File: src/rtl/exibe_sequencia.sv
// rtl/exibe_sequencia.sv - plays the stored memory-game sequence on the LEDs, one ROM entry at a time
module exibe_sequencia #(
    parameter int T_ON  = 500,
    parameter int T_OFF = 250,
    parameter int TW    = 12
) (
    input  logic       clock,
    input  logic       reset,
    input  logic       iniciar,
    input  logic       cancelar,
    input  logic [3:0] limite,
    output logic [3:0] rom_endereco,
    input  logic [3:0] rom_dado,
    output logic [3:0] leds,
    output logic       ocupado,
    output logic       pronto,
    output logic [2:0] db_estado,
    output logic [3:0] db_limite
);

    typedef enum logic [2:0] {
        OCIOSO  = 3'd0,
        BUSCA   = 3'd1,
        CARREGA = 3'd2,
        EXIBE   = 3'd3,
        APAGA   = 3'd4,
        FIM     = 3'd5
    } estado_t;

    localparam logic [TW-1:0] ON_LAST  = TW'(T_ON - 1);
    localparam logic [TW-1:0] OFF_LAST = TW'(T_OFF - 1);

    estado_t       estado_q, estado_d;
    logic [3:0]    endereco_q, endereco_d;
    logic [3:0]    leds_q, leds_d;
    logic [3:0]    limite_q, limite_d;
    logic [TW-1:0] timer_q, timer_d;

    always_comb begin
        estado_d   = estado_q;
        endereco_d = endereco_q;
        leds_d     = leds_q;
        limite_d   = limite_q;
        timer_d    = timer_q;
        case (estado_q)
            OCIOSO: begin
                leds_d = 4'd0;
                if (iniciar) begin
                    limite_d   = limite;
                    endereco_d = 4'd0;
                    estado_d   = BUSCA;
                end
            end
            BUSCA: estado_d = CARREGA;
            CARREGA: begin
                leds_d   = rom_dado;
                timer_d  = '0;
                estado_d = EXIBE;
            end
            EXIBE: begin
                if (timer_q == ON_LAST) begin
                    leds_d   = 4'd0;
                    timer_d  = '0;
                    estado_d = APAGA;
                end else begin
                    timer_d = timer_q + TW'(1);
                end
            end
            APAGA: begin
                leds_d = 4'd0;
                if (timer_q == OFF_LAST) begin
                    timer_d = '0;
                    // The last address ends the run here, so the address never wraps past 15.
                    if (endereco_q == limite_q) begin
                        estado_d = FIM;
                    end else begin
                        endereco_d = endereco_q + 4'd1;
                        estado_d   = BUSCA;
                    end
                end else begin
                    timer_d = timer_q + TW'(1);
                end
            end
            FIM: estado_d = OCIOSO;
            default: begin
                estado_d = OCIOSO;
                leds_d   = 4'd0;
                timer_d  = '0;
            end
        endcase
        // Abort overrides every other transition, including a simultaneous start.
        if (cancelar) begin
            estado_d   = OCIOSO;
            leds_d     = 4'd0;
            timer_d    = '0;
            limite_d   = limite_q;
            endereco_d = endereco_q;
        end
    end

    always_ff @(posedge clock or negedge reset) begin
        if (!reset) begin
            estado_q   <= OCIOSO;
            endereco_q <= 4'd0;
            leds_q     <= 4'd0;
            limite_q   <= 4'd0;
            timer_q    <= '0;
        end else begin
            estado_q   <= estado_d;
            endereco_q <= endereco_d;
            leds_q     <= leds_d;
            limite_q   <= limite_d;
            timer_q    <= timer_d;
        end
    end

    assign rom_endereco = endereco_q;
    assign leds         = leds_q;
    assign ocupado      = (estado_q != OCIOSO);
    assign pronto       = (estado_q == FIM);
    assign db_estado    = estado_q;
    assign db_limite    = limite_q;

endmodule

File: config.mk
export PLATFORM = sky130hd
export DESIGN_NAME = exibe_sequencia
export DESIGN_NICKNAME = d
export VERILOG_FILES = /design/src/rtl/exibe_sequencia.sv
export SDC_FILE = /design/constraint.sdc
export NUM_CORES = 1
export LEC_CHECK = 0
export CAP_MARGIN = 20
export CORE_ASPECT_RATIO = 1.75
export CORE_MARGIN = 8
export CORE_UTILIZATION = 40
export CTS_CLUSTER_SIZE = 12
export DETAILED_ROUTE_END_ITERATION = 10
export DONT_BUFFER_PORTS = 1
export PLACE_DENSITY = 0.55
export SYNTH_ARGS = -nofsm -noshare
export SYNTH_HDL_FRONTEND = slang
export SYNTH_SLANG_ARGS = --single-unit
export TNS_END_PERCENT = 50
File: constraint.sdc
create_clock -name clock -period 2.9 [get_ports clock]
set_input_delay 0.145 -clock clock [delete_from_list [all_inputs] [get_ports clock]]
set_output_delay 0.145 -clock clock [all_outputs]
set_load 0.02 [all_outputs]
* Word-level counts from Yosys, hierarchy flattened
Cells that the tools add are included.
** Cells by class
- Add/sub/neg operators :: 2
- Equal/unequal tests :: 16
- Multiplexer cells :: 17
- Bitwise logic cells :: 1
- Reduce and logical (&&, ||, !) cells :: 9
** Operators with widths (count)
- $mux 12 :: 3
- $pmux 12 s3 :: 1
- $mux 4 :: 5
- $mux 3 :: 5
- $pmux 3 s5 :: 1
- $add 12x1->12 const B :: 1
- $eq 12x8->1 const B :: 1
- $eq 12x9->1 const B :: 1
- $pmux 4 s3 :: 1
- $ne 3x3->1 const B :: 3
- $pmux 4 s2 :: 1
- $eq 3x2->1 const B :: 2
- $eq 3x3->1 const B :: 2
- $ne 2x2->1 const B :: 3
- $reduce_and 3->1 :: 2
- $reduce_and 5->1 :: 1
- $add 4x1->4 const B :: 1
- $eq 4x4->1 :: 1
- $ne 2x1->1 const B :: 2
- $eq 3x1->1 const B :: 1
- $logic_not 3->1 :: 1
- $reduce_bool 3->1 :: 1
- $reduce_or 3->1 :: 1
- $reduce_and 2->1 :: 1
- other kinds (3) :: 3
** Word-level totals
- Register bits after elaboration :: 27
- Bits of input ports :: 12
- Output and inout port bits :: 17

* Depth between registers and ports, before layout
- Depth after elaboration :: 5
- Gate-level depth with buffers :: 8
- Depth with buffers taken out :: 7

* Worst setup path after synthesis
No wires, ideal clock.
- Path kind :: register -> register
- Start :: register estado_q[0] (netlist: db_estado[0])
- End :: register endereco_q[3] (netlist: rom_endereco[3])
- Library setup time :: 0.127 ns
- Arrival time :: 1.738 ns
- Required time :: 2.773 ns
- Setup slack :: 1.034 ns
- Cell stages (with the launch flop) :: 6
- Path buffers :: 0
- Clock period less this slack :: 1.866 ns
- Cell sequence :: dfrtp_1 -> or2_1 -> nor3_1 -> o211a_4 -> nand4_1 -> mux2_1
** Between the ends
- Cells in the longest elaborated chain, start to end :: 3
** RTL lines
- from (decl) :: line 33 : estado_t estado_q, estado_d;
- from (signal assigned) :: line 109 : estado_q <= estado_d;
- $eq 3x3->1 / $logic_not 3->1 (equally long branches) :: line 45 : case (estado_q)
- $ne 2x2->1 (no line) / $reduce_bool 2->1 (equally long branches)
- $reduce_and 5->1 (no line)
- to (signal assigned) :: line 110 : endereco_q <= endereco_d;
- to (decl) :: line 34 : logic [3:0] endereco_q, endereco_d;
Several ways; a longest one is shown, not always the timed one.
A chain may end at the register's enable or synchronous reset.

* Worst setup path in the final report
- Start :: register estado_q[2] (netlist: db_estado[2])
- End :: register timer_q[10]
** Between the ends
- Cells in the longest elaborated chain, start to end :: 4
** RTL lines
- $eq 3x3->1, or another cell as far along :: line 45
- $reduce_or 3->1 (no line)
- $pmux 12 s3 :: line 45
- $mux 12 :: line 92 : if (cancelar) begin
- to (signal assigned) :: line 113 : timer_q <= timer_d;
- to (decl) :: line 37 : logic [TW-1:0] timer_q, timer_d;
Several ways; a longest one is shown, not always the timed one.

==> qor.yml <==
floorplanning:
  dieArea_mm2: 0.006159
  ios: 29
  start_util: 0.4053
  rows: 30
  fp.dieW_um: 62.85
  die_h_um: 97.99
  coreArea_mm2: 0.003791
setup_path:
  end_kind: "flop"
  cp.arrival_ns: 2.42
  path_buf_inv: 1
  path_cells: "nor3b_4 > o31ai_4 > o21ai_1 > buf_4 > or3b_2 > a31oi_1"
  crit_family: "simple AND/OR/NAND/NOR gates"
  required_ns: 3.10
  cpPeakStageDelay_ns: 0.64
  path_max_fanout: 22
  slowest_stage: "dfrtp_1"
  crit_type: "reg2reg"
  critPathLaunchType: "flop"
route:
  wl_met3_um: 181
  wl_met2_um: 2067
  postRouteAntennaNets: 0
  drtIter0Drc: 35
  vias_per_cell: 5.804
  routedWlPerCell_um: 17.05
  drc: 0
  wirelength_um: 3649
  drt-met1-wl_um: 1307
  first_pass_iters: 4
  highest_layer: "met4"
  vias: 1242
synth:
  ys_ff_latch: 27
  yosys_warnings: 0
  synth_top_cell_by_area: "dfrtp_1"
  synth_cells: 159
  syn_nets: 174
  synth_cell_type_count: 41
  synth_area_mm2: 0.001536
  synth.area.top_cells: "dfrtp_1 (44%), nand3_1 (5.5%), nand2_1 (5.1%)"
  synth-seq-area-share: 0.4397
  syn_avg_cell_area_um2: 9.663
  yosysTopAreaCellShare: 0.4397
layout:
  drive_gt1_frac: 0.1265
  diodes: 0
  final_common_cell: "dfrtp_1"
  fill_cells: 379
  final_nets: 182
  area_growth_pct: 11.56
  design_area_mm2: 0.001714
  final_cell_mix: "dfrtp_1 (27), nand2_1 (21), nand3_1 (17)"
global_routing:
  first_global_vias: 1309
  grt_max_degree: 28
  grt_overflow: 0
  antenna_found_initial: 0
  track_usage: 0.1216
  grt_pass1_wl_um: 6258
sta:
  slew_headroom: 0.4146
  fin_crit_sh: 0.7666
  worst_pin_slew_ns: 0.8761
  fin_ws_ns: 0.6770
  fin_crit_ns: 2.223
  max_clock_freq_mhz: 449.8
  setup_viol: 0
  setup_tns_ns: 0
  fin_worst_skew_ns: 0.01263
  rsz0062_at_grt: "false"
  finalHoldViolCount: 0
  maxSlewViolCount: 0
cts:
  tritoncts: "done"
  clkLatencyLatePin_ns: 0.28
  cts-root-buf: "clkbuf_8"
  cts_buffer_depth: 2
  numCtsBuffers: 3
  path_clk_slew_ns: 0.10
  htreeDepth: 1
  clock-sinks: 27
placement:
  place_congestion: 0.8378
  place_ws_ns: 0.7238
  dpl_cell_area_mm2: 0.001585
  numPortBuffers: 0
  hpwl_um: 2596
worst_hold_path:
  hp-class: "in2reg"
power:
  vdd_drop_max_mv: 0.2182
  static-leakage-power_nw: 0.6461
  power_density_mw_per_mm2: 487.5
status:
  outcome: "finished, final reports clean"
flow_run:
  maxCapViolations: 0
==> per-layer routing <==
metal / vias up / GRT usage
met1: 618 / 0.1116
li1: 591 / -
met4: 0 / 0.06007
met2: 27 / 0.2348
met5: - / 0
met3: 6 / 0.03211
==> per-stage QoR <==
stage	utilization	hold WS, ns	power, mW	cells
after floorplan	-	-0.1506	0.5745	159
after global placement	0.4182	-0.1498	0.6023	203
after detailed placement	0.4182	-0.1498	0.6041	203
after CTS	0.4521	0.007891	0.8470	214
after global routing	0.4521	0.005787	0.8745	214
final	0.4521	0.01392	0.8356	214
==> cell families (layout without fill, tap and decap cells) <==
| logic type | count (synthesis) | after routing | share of synthesized area |
|---|---|---|---|
| adders and majority gates | 3 | 3 | 0.02443 |
| muxes | 7 | 7 | 0.04967 |
| DFF | 27 | 27 | 0.4397 |
| xor gates and xnor gates | 5 | 5 | 0.02850 |
| buffers and inverters | 10 | 17 | 0.02687 |
| and+or+nand+nor | 80 | 80 | 0.2997 |
| AOI/OAI and AO/OA | 27 | 27 | 0.1311 |
==> Yosys cell counts, drive strengths merged <==
master   count
ha           3
nand3b       6
o31ai        1
and3         3
o21a         1
xnor2        4
nand2b       1
a22oi        1
nand2       21
or3          2
a22o         4
dfrtp       27
mux2i        2
a21oi        3
a31oi       11
nand4        2
buf          2
nor4         3
inv          4
o21ai        4
mux2         5
nor2        11
nand3       18
nor2b        2
nor3         3
clkbuf       4
xor2         1
or2          1
o211a        1
o2111ai      1
nor3b        3
nand4bb      1
or3b         3
==> flip-flops by register name, summed over array words and instances, names as in the netlist <==
register and count:
rom_endereco 4, db_limite 4, leds 4, db_estado 3, timer_q 12
==> power by group <==
group	switching, mW	internal, mW
Sequential	0.0730	0.403
Combinational	0.0749	0.0634
Clock	0.124	0.0975
Total	0.272	0.564
==> repair_timing <==
| action | CTS | global route |
|---|---|---|
| resized for setup | 0 | 0 |
| setup buffers | 0 | 0 |
| hold buffers | 7 | 0 |
| endpoints found under the hold margin | 45 | 0 |
==> final timing paths <==
kind                       cells past startpoint  slack (ns)    startpoint      endpoint
max reg2reg                                    6        0.68  db_estado[2]   timer_q[10]
max in group asynchronous                      2        2.44         reset    timer_q[5]
min reg2reg                                    2        0.59    timer_q[1]    timer_q[1]
max                                            6        0.68  db_estado[2]   timer_q[10]
min                                            1        0.01     limite[2]  db_limite[2]
min in group asynchronous                      2        0.30         reset  db_estado[0]
==> final cells by class <==
cell class	instances	area [um^2]	share of cell area
Sequential cell	27	675.6	0.3942
Inverter	4	15.01	0.008759
Tap cell	48	60.06	0.03504
Clock buffer	3	41.29	0.02409
Clock inverter	1	7.507	0.004380
Multi-Input combinational cell	122	819.5	0.4781
Timing Repair Buffer	9	95.09	0.05547
Note: power is estimated with default switching activity, not from simulation.
